File: config.mk
export PLATFORM = sky130hd
export DESIGN_NAME = stride_addr_gen
export DESIGN_NICKNAME = d
export VERILOG_FILES = /design/src/rtl/stride_addr_gen.sv
export SDC_FILE = /design/constraint.sdc
export NUM_CORES = 1
export LEC_CHECK = 0
export ABC_AREA = 0
export ABC_CLOCK_PERIOD_IN_PS = 2400
export CORE_ASPECT_RATIO = 1.5
export CORE_MARGIN = 8
export CORE_UTILIZATION = 48
export CTS_CLUSTER_SIZE = 8
export DETAILED_ROUTE_END_ITERATION = 6
export MAX_ROUTING_LAYER = met4
export PLACE_DENSITY = 0.83
export RECOVER_POWER = 25
export SLEW_MARGIN = 20
export SYNTH_ARGS = -nofsm -noshare
export SYNTH_HDL_FRONTEND = slang
export SYNTH_SLANG_ARGS = --single-unit
File: constraint.sdc
create_clock -name clk_i -period 2.4 [get_ports clk_i]
set_clock_uncertainty 0.15 [all_clocks]
set_input_delay 0.24 -clock clk_i [delete_from_list [all_inputs] [get_ports clk_i]]
set_output_delay 0.24 -clock clk_i [all_outputs]
set_load 0.005 [all_outputs]
File: src/rtl/stride_addr_gen.sv
// ============================================================================
// stride_addr_gen
// ----------------------------------------------------------------------------
// Burst address generator. A burst request loads a base address and a beat
// count. The block then presents one address per beat on a valid/ready
// handshake. Each address is the previous one plus 2^STEP_LSB, where
// STEP_LSB = 1 << POWER_OF_2. Address bits below STEP_LSB pass through
// unchanged. The field above them counts up modulo 2^(WIDTH-STEP_LSB).
//
// Parameters
//   WIDTH       address width (default 8)
//   POWER_OF_2  step select; step = 2^(2^POWER_OF_2) (default 0 -> step 2)
//               The parameter must give STEP_LSB < WIDTH.
//   LEN_W       beat-count width; the longest burst is 2^LEN_W - 1 beats
//
// Ports
//   clk_i    in   clock; all state changes on the rising edge
//   rst_i    in   synchronous active-high reset
//   start_i  in   burst request; sampled only while idle
//   base_i   in   first address of the burst; sampled with start_i
//   len_i    in   beat count of the burst; sampled with start_i
//   busy_o   out  high while a burst is running
//   addr_o   out  current address (registered)
//   valid_o  out  addr_o is valid
//   ready_i  in   downstream accepts addr_o
//   last_o   out  the current beat is the final beat of the burst
//   done_o   out  one-cycle pulse after the final handshake of a burst
//   err_o    out  one-cycle pulse when a burst is aborted on address overflow
//
// Optional feature
//   STRIDE_ADDR_GEN_WRAP_ERR_EN
//     Undefined: the address wraps silently past the top of the space, and
//                err_o is tied low.
//     Defined:   a beat that would wrap the upper address field aborts the
//                burst. The block returns to idle, pulses err_o, and drops
//                the remaining beats without a done_o.
// ============================================================================
module stride_addr_gen #(
    parameter int WIDTH      = 8,
    parameter int POWER_OF_2 = 0,
    parameter int LEN_W      = 8
) (
    input  logic             clk_i,
    input  logic             rst_i,
    input  logic             start_i,
    input  logic [WIDTH-1:0] base_i,
    input  logic [LEN_W-1:0] len_i,
    output logic             busy_o,
    output logic [WIDTH-1:0] addr_o,
    output logic             valid_o,
    input  logic             ready_i,
    output logic             last_o,
    output logic             done_o,
    output logic             err_o
);

    // Bit position of the step and width of the counting field above it
    localparam int STEP_LSB = 1 << POWER_OF_2;
    localparam int UP_W     = WIDTH - STEP_LSB;

    // Sequencer states
    localparam logic ST_IDLE = 1'b0;
    localparam logic ST_RUN  = 1'b1;

    logic             r_state;
    logic [WIDTH-1:0] r_addr;
    logic [LEN_W-1:0] r_rem;
    logic             r_valid;
    logic             r_last;
    logic             r_done;

    logic [UP_W-1:0]  w_upper;
    logic [UP_W-1:0]  w_upperInc;
    logic [WIDTH-1:0] w_addrInc;
    logic             w_handshake;
    logic             w_remIsOne;
    logic             w_remIsTwo;

`ifdef STRIDE_ADDR_GEN_WRAP_ERR_EN
    logic             r_err;
    logic             w_upperAllOnes;
`endif

    // Incrementer. The field above the step position counts up by one, and
    // a carry past the top of the field is dropped. This gives the wrapping
    // behaviour. It also matches the rule "bit i toggles when every bit from
    // STEP_LSB up to i-1 is 1". The low bits are copied through so that an
    // unaligned base keeps its offset inside each stride.
    always_comb begin
        w_upper    = r_addr[WIDTH-1:STEP_LSB];
        w_upperInc = w_upper + UP_W'(1);
        w_addrInc  = {w_upperInc, r_addr[STEP_LSB-1:0]};
    end

    // Handshake and remaining-beat decode. These use only registered state
    // plus ready_i, and they only feed the next-state logic. So no output
    // depends combinationally on ready_i.
    always_comb begin
        w_handshake = r_valid & ready_i;
        w_remIsOne  = (r_rem == LEN_W'(1));
        w_remIsTwo  = (r_rem == LEN_W'(2));
    end

`ifdef STRIDE_ADDR_GEN_WRAP_ERR_EN
    // The next increment would carry out of the upper field. This happens
    // when every bit above the step position is already set.
    always_comb begin
        w_upperAllOnes = &r_addr[WIDTH-1:STEP_LSB];
    end
`endif

    // Main sequencer.
    //
    // In IDLE, a start with a non-zero length loads the burst. The first
    // address shows up on the very next cycle. A start with zero length
    // emits no beats and only pulses done_o.
    //
    // In RUN, the address, last flag and beat count hold until a handshake.
    // A handshake on the final beat ends the burst with a done_o pulse.
    // Any other handshake advances to the next address.
    //
    // last_o is kept as its own register. It is set when exactly one beat
    // remains after the update, so it lines up with the final address
    // without decoding the counter at the output.
    //
    // done_o and err_o default to low every cycle, so each is a
    // single-cycle pulse. A reset in the middle of a burst clears
    // everything, and the burst emits no pulse at all.
    always_ff @(posedge clk_i) begin
        if (rst_i) begin
            r_state <= ST_IDLE;
            r_addr  <= '0;
            r_rem   <= '0;
            r_valid <= 1'b0;
            r_last  <= 1'b0;
            r_done  <= 1'b0;
`ifdef STRIDE_ADDR_GEN_WRAP_ERR_EN
            r_err   <= 1'b0;
`endif
        end else begin
            r_done <= 1'b0;
`ifdef STRIDE_ADDR_GEN_WRAP_ERR_EN
            r_err  <= 1'b0;
`endif
            case (r_state)
                ST_IDLE: begin
                    if (start_i) begin
                        if (len_i != '0) begin
                            r_state <= ST_RUN;
                            r_addr  <= base_i;
                            r_rem   <= len_i;
                            r_valid <= 1'b1;
                            r_last  <= (len_i == LEN_W'(1));
                        end else begin
                            r_done  <= 1'b1;
                        end
                    end
                end

                ST_RUN: begin
                    if (w_handshake) begin
                        if (w_remIsOne) begin
                            r_state <= ST_IDLE;
                            r_rem   <= '0;
                            r_valid <= 1'b0;
                            r_last  <= 1'b0;
                            r_done  <= 1'b1;
`ifdef STRIDE_ADDR_GEN_WRAP_ERR_EN
                        end else if (w_upperAllOnes) begin
                            r_state <= ST_IDLE;
                            r_rem   <= '0;
                            r_valid <= 1'b0;
                            r_last  <= 1'b0;
                            r_err   <= 1'b1;
`endif
                        end else begin
                            r_rem   <= r_rem - LEN_W'(1);
                            r_addr  <= w_addrInc;
                            r_last  <= w_remIsTwo;
                        end
                    end
                end

                default: begin
                    r_state <= ST_IDLE;
                    r_valid <= 1'b0;
                    r_last  <= 1'b0;
                end
            endcase
        end
    end

    // Output mapping. Every output comes straight from a register.
    always_comb begin
        busy_o  = (r_state == ST_RUN);
        addr_o  = r_addr;
        valid_o = r_valid;
        last_o  = r_last;
        done_o  = r_done;
`ifdef STRIDE_ADDR_GEN_WRAP_ERR_EN
        err_o   = r_err;
`else
        err_o   = 1'b0;
`endif
    end

endmodule
* Word level (Yosys, flattened, before mapping)
Cells that the tools add are included.
** Operators by class
- Shift-type cells :: 0
- Bitwise logic cells :: 2
- Divide/modulo/power cells :: 0
- Muxes and demuxes :: 30
- Reduce and logical (&&, ||, !) cells :: 5
- Equality and inequality tests :: 8
- $lt $le $gt $ge :: 0
- $add $sub $neg :: 2
- Multipliers :: 0
** Operators with widths (number)
- $mux W8 :: 8
- $pmux W8 S2 :: 2
- $eq A8 B1 Y1 const B :: 2
- $mux W1 :: 16
- $eq A8 B2 Y1 const B :: 1
- $pmux W1 S2 :: 4
- $reduce_and A4 Y1 :: 2
- $reduce_bool A8 Y1 :: 1
- $sub A8 B1 Y8 const B :: 1
- $add A7 B1 Y7 const B :: 1
- $ne A2 B2 Y1 const B :: 3
- $reduce_and A3 Y1 :: 2
- $ne A2 B1 Y1 const B :: 2
- $and A1 B1 Y1 :: 1
- $not A1 Y1 :: 1
** Word-level totals
- Bits in latches :: 0
- RAM bits :: 0
- Register bits after elaboration :: 20
- Memories :: 0
- ROM bits :: 0

* Depth between registers and ports, before layout
Gate-level depths: netlist of run 1.
- Word-level depth :: 4
- Gate-level depth with buffers :: 7

* Worst setup path before layout of run 1
Ideal clock, no wire load.
- Path kind :: register -> register
- From :: register r_rem[1]
- To :: register r_rem[3]
- Data arrival time :: 1.609 ns
- Setup slack :: 0.509 ns
- Period minus slack after synthesis :: 1.891 ns
- Required time :: 2.118 ns
- Stages on the path, launching flop included :: 7
- Cells stage by stage :: dfxtp_1 -> inv_1 -> ha_1 -> or4b_1 -> o21ai_0 -> a2bb2oi_1 -> o32ai_1
** On the way
- Longest elaborated chain between the ends :: 4
- Elaborated cells on any way between the ends :: 5
- Those cells by class :: add/sub (1); eq/ne (1); mux (3)
** RTL lines
- start, declared :: RTL line 67 : logic [LEN_W-1:0] r_rem;
- start signal, assigned :: RTL line 151 : r_rem <= len_i;
- start signal, assigned :: RTL line 177 : r_rem <= r_rem - LEN_W'(1);
- $sub A8 B1 Y8 / $eq A8 B1 Y1 (equally long branches) :: RTL line 177, 100
- $mux W8 * :: RTL line 162 : if (w_remIsOne) begin
- $mux W8 * :: RTL line 161 : if (w_handshake) begin
- $pmux W8 S2 * :: RTL line 145 : case (r_state)
Mark *: on every way between the ends. The rest lies on a longest branch, timed or not. The select of a mux whose other input is x is not followed.
A chain may end at the register's enable or synchronous reset.

* Final worst setup path of run 1
- From :: register r_rem[1]
- To :: register r_rem[4]
The elaborated chain is that of the path after synthesis.

==> results of run 1 <==
-- flip-flops by register name (all words and copies together) (netlist names) --
signal / cells
r_rem: 8
valid_o: 1
last_o: 1
busy_o: 1
done_o: 1
addr_o: 8
-- power groups by stage --
stage	combinational (mW)	sequential [mW]	clock [mW]
2_1_floorplan	0.168	0.393	0
3_3_place_gp	0.273	0.401	0
3_5_place_dp	0.282	0.403	0
4_1_cts	0.285	0.395	0.263
5_1_grt	0.311	0.400	0.280
6_report	0.285	0.396	0.261
-- per-stage QoR --
stage	utilization	total power, mW	area (um^2)	hold slack, ns
floorplan	-	0.561	1260	0.226
global placement	0.627	0.674	1620	0.307
detailed placement	0.627	0.685	1620	0.327
CTS	0.648	0.943	1680	0.343
global route	0.648	0.991	1680	0.372
finish	0.648	0.941	1680	0.333
-- logic make-up (layout without fill, tap and decap cells) --
family | count (synthesis) | in the layout | synth area share
flops | 20 | 20 | 0.317
compound gates | 54 | 54 | 0.315
mux | 2 | 2 | 0.0159
other cells | 1 | 1 | 0.00297
simple gates | 55 | 55 | 0.248
buf+inv | 17 | 52 | 0.0605
fa+ha+maj | 4 | 4 | 0.0397
-- critical path, cell delays in order, from the launching register on --
cell,delay (ns)
dfxtp_1,0.38
inv_1,0.09
ha_1,0.22
nor4b_1,0.16
buf_4,0.17
a21oi_1,0.42
a32oi_1,0.19
o32ai_1,0.30
-- path summary, 6_finish.rpt --
path	startpoint	endpoint	slack (ns)	depth (start not counted)
min	addr_o[7]$_SDFFE_PP0P_	addr_o[7]$_SDFFE_PP0P_	0.33	2
min reg2reg	addr_o[7]$_SDFFE_PP0P_	addr_o[7]$_SDFFE_PP0P_	0.33	2
max reg2reg	r_rem[1]$_SDFFE_PP0P_	r_rem[4]$_SDFFE_PP0P_	0.20	7
max	r_rem[1]$_SDFFE_PP0P_	r_rem[4]$_SDFFE_PP0P_	0.20	7
-- cell type report --
type                    count  share of cell area
multi-input cells         116               0.467
flip-flops and latches     20               0.238
repair buffers             40               0.225
clock buffers               4              0.0328
well taps                  25              0.0186
inverters                   8              0.0179
-- cell usage after synthesis (2+ instances only) --
master,n,area share
a211oi_1,4,0.024
a21oi_1,11,0.044
a221o_1,2,0.016
a221oi_1,3,0.021
a2bb2oi_1,5,0.035
a31oi_1,2,0.0099
a32o_1,2,0.016
a32oi_1,3,0.021
and3_1,3,0.015
and4_1,2,0.014
clkbuf_1,5,0.015
dfxtp_1,20,0.32
ha_1,4,0.040
inv_1,7,0.021
mux2i_1,2,0.016
nand2_1,17,0.051
nand3_1,5,0.020
nand4b_1,2,0.014
nor2_1,7,0.021
nor2b_1,2,0.0099
nor3_1,3,0.012
nor4_1,2,0.0099
o21ai_0,6,0.024
o21ai_2,2,0.014
o22ai_1,3,0.015
o32ai_1,5,0.035
or3_1,3,0.015
or4_1,2,0.012
or4_4,2,0.018
-- layer usage --
| layer | track usage | share of wire | vias up |
|---|---|---|---|
| met5 | - | 0 | - |
| met4 | 0.121 | 0.040 | 0 |
| met3 | 0.0355 | 0.059 | 15 |
| met2 | 0.318 | 0.53 | 60 |
| met1 | 0.186 | 0.37 | 660 |
| li1 | - | - | 667 |
==> key figures, run 1 <==
Logic synthesis
  • Syn nets: 177
  • Async set-reset flop share out of synthesis: 0
  • Seq/Total Area, Yosys: 0.317
  • Library cells used by synthesis: 46
  • Yosys reg bits: 20
  • Cell area after synthesis: 1260 um^2
  • Post-synth EDFFs: 0
  • Syn avg cell area: 8.24 um^2
  • Ys flop type: dfxtp_1
  • Cells after Synth: 153
  • Synth warn: 0

Floorplanning
  • Core area: 2590 um^2
  • I/O pin count: 33
  • Die area: 4560 um^2
  • Die height: 78.8 um
  • Row count: 23
  • Initial Util: 0.487
  • Die width: 57.9 um

Clock network
  • Clock Sinks: 20
  • CTS Root Cell: clkbuf_8
  • Bufs on Longest Clock Path: 2
  • # hold bufs at CTS: 0
  • Clock transition at the registers of the reported paths: 0.08 ns
  • Worst skew pair latency: 0.26 ns
  • Setup Buffers After CTS: 0
  • CTS H-tree lvls: 1
  • TritonCTS clock tree: built
  • CTS resizes: 0
  • TritonCTS Buffers: 3

Critical path
  • Crit path max fanout: 5
  • Crit path required time: 2.41 ns
  • Critical path type: register to register
  • Critical path endpoint category: register
  • Startpoint Class: register
  • CP arrival: 2.20 ns

Detailed routing
  • Final ANT Viol Nets: 0
  • Iteration-0 DRC Markers: 93
  • Routed WL: 3980 um
  • WL/cell: 18.7 um
  • Total DRC errors in the routed layout: 0
  • Drt pass-1 iters: 5
  • Vias: 1402
  • Vias per cell: 6.58

Timing
  • Achievable frequency: 0.455 GHz
  • Final Max Slew Viols: 0
  • PnR worst setup slack: 0.204 ns
  • Crit share post-route: 0.915
  • Fin. Hold Viols: 0
  • # setup viols final: 0
  • RSZ-0062 raised after global routing: no
  • Final min period: 2.20 ns
  • TNS Setup: 0 ns

Min path
  • Worst min-delay path class: register to register

Global routing
  • First-pass GRT wire length: 6560 um
  • GRT overflow: 0
  • Vias in the first global route: 1412
  • Total track usage: 0.185
  • Initial antenna violation count: 0
  • Largest net degree at the start of global routing: 20

Placement
  • GPL Wtd Cong: 0.986
  • Port bufs: 31
  • Placed cell count: 209
  • Dpl ws: 0.142 ns
  • HPWL Detailed: 2980 um

Final layout
  • Fin nets: 213
  • Register area: 400 um^2
  • Share of cells above drive strength 1: 0.106
  • Antenna cells: 0
  • Final std cells w/o fill: 213
  • Area occupied by multi-input gates: 785 um^2
  • Commonest cells after routing, fill and taps aside: clkdlybuf4s50_1, dfxtp_1, nand2_1, a21oi_1, buf_4
  • Area grow syn2layout: 33.1%
  • Most common cell after layout, fill and taps aside: clkdlybuf4s50_1
  • Fillcell total: 220

Status
  • Status: completed

Power and ir drop
  • Clk pwr share: 0.277
  • Comb pwr share: 0.303
  • Pint: 0.650 mW
  • Switch Pwr: 0.291 mW
  • Seq pwr share: 0.421
  • Leak pwr: 0.647 nW
  • Pwr Density: 561 nW/um^2
  • Sw Ratio: 0.309
  • Maximum VDD drop: 0.422 mV

Job
  • Max Cap Violations: 0
No activity file was read; power rests on OpenSTA's default activity.
==> run 2, diff against run 1 <==
--- a/constraint.sdc
+++ b/constraint.sdc
@@ -3,3 +3,3 @@
 set_input_delay 0.24 -clock clk_i [delete_from_list [all_inputs] [get_ports clk_i]]
 set_output_delay 0.24 -clock clk_i [all_outputs]
-set_load 0.005 [all_outputs]
+set_load 0.02 [all_outputs]
==> key figures, run 2 (synthesized netlist as in run 1, its figures left out) <==
Status
  • Status: completed (unchanged)

Timing
  • Final Max Slew Viols: 0 (unchanged)
  • Final min period: 2.22 ns (was 2.20 ns)
  • Slew margin rel.: 0.636
  • # setup viols final: 0 (unchanged)
  • Achievable frequency: 0.451 GHz (was 0.455 GHz)
  • Fin. Hold Viols: 0 (unchanged)
  • Crit share post-route: 0.924 (was 0.915)
  • TNS Setup: 0 ns (unchanged)
  • RSZ-0062 raised after global routing: no (unchanged)
  • Worst-margin pin slew: 0.547 ns

Clock network
  • Setup Buffers After CTS: 0 (unchanged)
  • Clock Sinks: 20 (unchanged)
  • TritonCTS Buffers: 3 (unchanged)
  • TritonCTS clock tree: built (unchanged)
  • Worst skew pair latency: 0.26 ns (about the same)
  • Clock transition at the registers of the reported paths: 0.07 ns (was 0.08 ns)
  • # hold bufs at CTS: 0 (unchanged)
  • CTS resizes: 0 (unchanged)
  • Bufs on Longest Clock Path: 2 (unchanged)
  • CTS H-tree lvls: 1 (unchanged)
  • CTS Root Cell: clkbuf_8 (unchanged)

Critical path
  • Critical path endpoint category: register (unchanged)
  • Buf+Inv Stages, Crit Path: 1 (was 2)
  • R2r startpoint: r_rem[1]$_SDFFE_PP0P_ (unchanged)
  • Reg2Reg Setup Slack: 0.18 ns (was 0.20 ns)
  • FF-to-FF End: r_rem[4]$_SDFFE_PP0P_ (unchanged)
  • Reg2Reg Depth: 6 (was 7)
  • CP arrival: 2.22 ns (was 2.20 ns)
  • Critical path's top delay family: compound AO/OA/AOI/OAI gates (unchanged)
  • Crit path max fanout: 4 (was 5)
  • Cells along the critical path: inv_1 -> ha_1 -> or4b_1 -> o21ai_0 -> a2bb2oi_1 -> o32ai_1 (was inv_1 -> ha_1 -> nor4b_1 -> buf_4 -> a21oi_1 -> a32oi_1 -> o32ai_1)
  • Crit path required time: 2.40 ns (was 2.41 ns)
  • Critical path depth: 6 (was 7)
  • Slowest CP cell: or4b_1 (was a21oi_1)
  • Slowest stage delay, CP: 0.49 ns (was 0.42 ns)
  • Startpoint Class: register (unchanged)
  • Critical path type: register to register (unchanged)

Power and ir drop
  • Pint: 0.727 mW (was 0.650 mW)
  • Leak pwr: 0.655 nW (was 0.647 nW)
  • Comb pwr share: 0.291 (was 0.303)
  • Overall power: 1.04 mW (was 0.941 mW)
  • Pwr Density: 613 nW/um^2 (was 561 nW/um^2)
  • Sw Ratio: 0.301 (was 0.309)
  • Clk pwr share: 0.328 (was 0.277)
  • Seq pwr share: 0.381 (was 0.421)
  • Switch Pwr: 0.313 mW (was 0.291 mW)
  • Maximum VDD drop: 0.459 mV (was 0.422 mV)

Global routing
  • Largest net degree at the start of global routing: 20 (unchanged)
  • Initial antenna violation count: 0 (unchanged)
  • GRT overflow: 0 (unchanged)
  • Vias in the first global route: 1405 (was 1412)
  • First-pass GRT wire length: 6500 um (was 6560 um)
  • Total track usage: 0.180 (was 0.185)

Detailed routing
  • Final ANT Viol Nets: 0 (unchanged)
  • Vias: 1411 (was 1402)
  • Total DRC errors in the routed layout: 0 (unchanged)
  • Iteration-0 DRC Markers: 67 (was 93)
  • Routed WL: 3950 um (was 3980 um)
  • WL/cell: 18.6 um (was 18.7 um)
  • Drt pass-1 iters: 4 (was 5)
  • Vias per cell: 6.62 (was 6.58)

Final layout
  • Most common cell after layout, fill and taps aside: clkdlybuf4s50_1 (unchanged)
  • Antenna cells: 0 (unchanged)
  • Final core occ: 0.655 (was 0.648)
  • Share of cells above drive strength 1: 0.106 (unchanged)
  • Fin nets: 213 (unchanged)
  • Commonest cells after routing, fill and taps aside: clkdlybuf4s50_1, dfxtp_1, nand2_1, a21oi_1, buf_4 (unchanged)
  • Area grow syn2layout: 34.4% (was 33.1%)

Floorplanning
  • Initial Util: 0.487 (unchanged)
  • I/O pin count: 33 (unchanged)
  • Die height: 78.8 um (unchanged)
  • Core area: 2590 um^2 (unchanged)
  • Row count: 23 (unchanged)
  • Die area: 4560 um^2 (unchanged)
  • Die width: 57.9 um (unchanged)

Placement
  • Port bufs: 31 (unchanged)
  • HPWL Detailed: 2920 um (was 2980 um)
  • GPL Wtd Cong: 0.882 (was 0.986)

Job
  • Max Cap Violations: 0 (unchanged)

Min path
  • Worst min-delay path class: register to register (unchanged)
  • Hold_sp: addr_o[7]$_SDFFE_PP0P_ (unchanged)
  • Hold Path Cell Cnt: 2 (unchanged)
  • Worst hold endpoint: addr_o[7]$_SDFFE_PP0P_ (unchanged)
run 2: worst reg2reg max path, stage by stage (launching register included):
cell and delay (ns):
dfxtp_1 0.33, inv_1 0.11, ha_1 0.21, or4b_1 0.49, o21ai_0 0.43, a2bb2oi_1 0.26
o32ai_1 0.11
run 2: power by group through the flow:
stage,registers [mW],logic (mW),clock network (mW)
floorplan,0.410,0.169,0
CTS,0.395,0.304,0.345
detailed placement,0.403,0.300,0
global placement,0.400,0.290,0
finish,0.397,0.302,0.341
global route,0.401,0.327,0.356
run 2: final cells by class:
cell class,count,area (um^2)
Clock inverter,1,30.0
Timing Repair Buffer,40,378
Fill cell,222,895
Clock buffer,3,41.3
Sequential cell,20,400
Tap cell,25,31.3
Multi-Input combinational cell,116,785
Inverter,8,30.0
run 2: how the worst max path moves through the flow:
stage / startpoint / end / slack (ns)
3_3_place_gp: len_i[2] / last_o$_SDFFE_PP0P_ / 0.17
6_report: r_rem[1]$_SDFFE_PP0P_ / r_rem[4]$_SDFFE_PP0P_ / 0.18
5_1_grt: r_rem[1]$_SDFFE_PP0P_ / r_rem[4]$_SDFFE_PP0P_ / 0.04
4_1_cts: r_rem[1]$_SDFFE_PP0P_ / r_rem[4]$_SDFFE_PP0P_ / 0.22
2_1_floorplan: r_rem[1]$_SDFFE_PP0P_ / r_rem[3]$_SDFFE_PP0P_ / 0.51
3_5_place_dp: len_i[6] / last_o$_SDFFE_PP0P_ / 0.13
run 2: per-stage QoR:
| stage | hold WS (ns) | cells | setup slack, ns | instance area [um^2] |
|---|---|---|---|---|
| 3_3_place_gp | 0.296 | 209 | 0.168 | 1620 |
| 5_1_grt | 0.355 | 213 | 0.0411 | 1700 |
| 4_1_cts | 0.336 | 213 | 0.221 | 1700 |
| 6_report | 0.328 | 213 | 0.182 | 1700 |
| 2_1_floorplan | 0.226 | 153 | 0.509 | 1260 |
| 3_5_place_dp | 0.326 | 209 | 0.133 | 1620 |
run 2: routing by layer:
metal	vias to the layer above	GRT usage	part of all wire
met5	-	-	0
met4	0	0.0837	0.021
met3	9	0.0275	0.043
met2	40	0.327	0.55
met1	694	0.181	0.39
li1	668	-	-
==> run 3, diff against run 2 <==
- CORE_MARGIN: 8 -> not set
==> key figures, run 3 (synthesized netlist as in run 1, its figures left out) <==
Final layout
  • Share of cells above drive strength 1: 0.0957 (was 0.106)
  • Antenna cells: 0 (unchanged)
  • Area grow syn2layout: 31.0% (was 34.4%)
  • Fin nets: 213 (unchanged)
  • Commonest cells after routing, fill and taps aside: clkdlybuf4s50_1, dfxtp_1, nand2_1, a21oi_1, buf_4 (unchanged)
  • Most common cell after layout, fill and taps aside: clkdlybuf4s50_1 (unchanged)

Timing
  • TNS Setup: 0 ns (unchanged)
  • # setup viols final: 0 (unchanged)
  • Final min period: 2.15 ns (was 2.22 ns)
  • Hold slack: 0.321 ns (was 0.328 ns)
  • Crit share post-route: 0.897 (was 0.924)
  • Final Max Slew Viols: 0 (unchanged)
  • Fin. Hold Viols: 0 (unchanged)
  • Achievable frequency: 0.465 GHz (was 0.451 GHz)
  • Slew margin rel.: 0.579 (was 0.636)
  • Worst-margin pin slew: 0.627 ns (was 0.547 ns)
  • RSZ-0062 raised after global routing: no (unchanged)

Clock network
  • # hold bufs at CTS: 0 (unchanged)
  • CTS resizes: 0 (unchanged)
  • CTS Root Cell: clkbuf_4 (was clkbuf_8)
  • Setup Buffers After CTS: 0 (unchanged)
  • Clock Sinks: 20 (unchanged)
  • Bufs on Longest Clock Path: 2 (unchanged)
  • Clock transition at the registers of the reported paths: 0.12 ns (was 0.07 ns)
  • Worst skew pair latency: 0.32 ns (was 0.26 ns)
  • CTS H-tree lvls: 1 (unchanged)
  • TritonCTS clock tree: built (unchanged)
  • TritonCTS Buffers: 3 (unchanged)

Critical path
  • Cells along the critical path: inv_1 -> ha_1 -> nor4b_1 -> clkbuf_1 -> a21oi_1 -> a32oi_1 -> o32ai_1 (was inv_1 -> ha_1 -> or4b_1 -> o21ai_0 -> a2bb2oi_1 -> o32ai_1)
  • Slowest stage delay, CP: 0.35 ns (was 0.49 ns)
  • FF-to-FF End: r_rem[2]$_SDFFE_PP0P_ (was r_rem[4]$_SDFFE_PP0P_)
  • R2r startpoint: r_rem[1]$_SDFFE_PP0P_ (unchanged)
  • Startpoint Class: register (unchanged)
  • Crit path required time: 2.46 ns (was 2.40 ns)
  • Critical path's top delay family: compound AO/OA/AOI/OAI gates (unchanged)
  • Reg2Reg Depth: 7 (was 6)
  • Buf+Inv Stages, Crit Path: 2 (was 1)
  • Slowest CP cell: dfxtp_1 (was or4b_1)
  • Critical path type: register to register (unchanged)
  • Reg2Reg Setup Slack: 0.25 ns (was 0.18 ns)
  • Critical path endpoint category: register (unchanged)
  • CP arrival: 2.22 ns (about the same)
  • Crit path max fanout: 5 (was 4)

Detailed routing
  • Drt pass-1 iters: 7 (was 4)
  • Iteration-0 DRC Markers: 73 (was 67)
  • Vias per cell: 6.65 (was 6.62)
  • WL/cell: 17.1 um (was 18.6 um)
  • Routed WL: 3620 um (was 3950 um)
  • Final ANT Viol Nets: 0 (unchanged)
  • Vias: 1410 (was 1411)
  • Total DRC errors in the routed layout: 2 (was 0)

Global routing
  • Largest net degree at the start of global routing: 20 (unchanged)
  • Vias in the first global route: 1373 (was 1405)
  • Total track usage: 0.288 (was 0.180)
  • GRT overflow: 0 (unchanged)
  • Initial antenna violation count: 0 (unchanged)
  • First-pass GRT wire length: 6150 um (was 6500 um)

Floorplanning
  • Die width: 43.9 um (was 57.9 um)
  • Initial Util: 0.509 (was 0.487)
  • Die area: 2840 um^2 (was 4560 um^2)
  • Die height: 64.8 um (was 78.8 um)
  • Core area: 2480 um^2 (was 2590 um^2)
  • I/O pin count: 33 (unchanged)
  • Row count: 22 (was 23)

Power and ir drop
  • Sw Ratio: 0.342 (was 0.301)
  • Maximum VDD drop: 0.405 mV (was 0.459 mV)
  • Comb pwr share: 0.330 (was 0.291)
  • Switch Pwr: 0.309 mW (was 0.313 mW)
  • Overall power: 0.904 mW (was 1.04 mW)
  • Pint: 0.595 mW (was 0.727 mW)
  • Seq pwr share: 0.439 (was 0.381)
  • Pwr Density: 547 nW/um^2 (was 613 nW/um^2)
  • Clk pwr share: 0.232 (was 0.328)
  • Leak pwr: 0.630 nW (was 0.655 nW)

Placement
  • GPL Wtd Cong: 0.922 (was 0.882)
  • HPWL Detailed: 2610 um (was 2920 um)
  • Port bufs: 31 (unchanged)

Job
  • Max Cap Violations: 0 (unchanged)

Min path
  • Worst hold endpoint: addr_o[0]$_SDFFE_PP0P_ (was addr_o[7]$_SDFFE_PP0P_)
  • Hold_sp: addr_o[0]$_SDFFE_PP0P_ (was addr_o[7]$_SDFFE_PP0P_)
  • Worst min-delay path class: register to register (unchanged)
  • Hold Path Cell Cnt: 2 (unchanged)

Status
  • Status: finished, violations left (was completed)
  • Failing checks: DRC
run 3: cell types whose count changed in the layout (fill, tap and decap cells not counted):
cell | previous run | this run
clkbuf_4 | 0 | 3
clkbuf_8 | 3 | 1
clkdlybuf4s50_1 | 23 | 25
dlygate4sd3_1 | 8 | 6
buf_4 | 9 | 8
bufinv_16 | 1 | 0
clkbuf_1 | 0 | 1
or4_1 | 2 | 3
or4_4 | 2 | 1
run 3: tightest hold or removal path: cells and delay by family (launching register included):
family	cells	cell delay [ns]
flops	1	0.33
compound gates	1	0.06
simple gates	1	0.05
run 3: layout make-up:
class | count | area (um^2)
clock buffer | 4 | 36.3
fill | 199 | 826
inverter | 8 | 30.0
multi-input combinational | 116 | 781
sequential | 20 | 400
tap | 24 | 30.0
timing repair buffer | 40 | 374
run 3: power groups by stage:
stage          Combinational (mW)  Clock [mW]  Sequential, mW
5_1_grt                     0.324       0.226           0.402
2_1_floorplan               0.169           0           0.410
6_report                    0.298       0.209           0.397
3_3_place_gp                0.290           0           0.401
3_5_place_dp                0.297           0           0.403
4_1_cts                     0.299       0.208           0.396
run 3: metrics by stage:
stage / std cells / area [um^2] / setup slack, ns / utilization
floorplan: 153 / 1260 / 0.509 / -
global placement: 208 / 1620 / 0.171 / 0.655
detailed placement: 208 / 1620 / 0.140 / 0.655
CTS: 212 / 1660 / 0.262 / 0.670
global route: 212 / 1650 / 0.129 / 0.667
finish: 212 / 1650 / 0.248 / 0.667
run 3: worst max-delay path by stage:
stage	from	end	slack (ns)	depth (start not counted)
after floorplan	r_rem[1]$_SDFFE_PP0P_	r_rem[3]$_SDFFE_PP0P_	0.51	6
after global placement	len_i[6]	last_o$_SDFFE_PP0P_	0.17	5
after detailed placement	len_i[2]	last_o$_SDFFE_PP0P_	0.14	5
after CTS	r_rem[1]$_SDFFE_PP0P_	addr_o[5]$_SDFFE_PP0P_	0.26	6
after global routing	r_rem[1]$_SDFFE_PP0P_	addr_o[4]$_SDFFE_PP0P_	0.13	6
final	r_rem[1]$_SDFFE_PP0P_	r_rem[2]$_SDFFE_PP0P_	0.25	7
run 3: per-layer routing:
metal / up-vias / GRT usage / share of wire
met5: - / - / 0
met4: 0 / 0.144 / 0.029
met3: 10 / 0.0501 / 0.069
met2: 73 / 0.463 / 0.51
met1: 656 / 0.339 / 0.40
li1: 671 / - / -
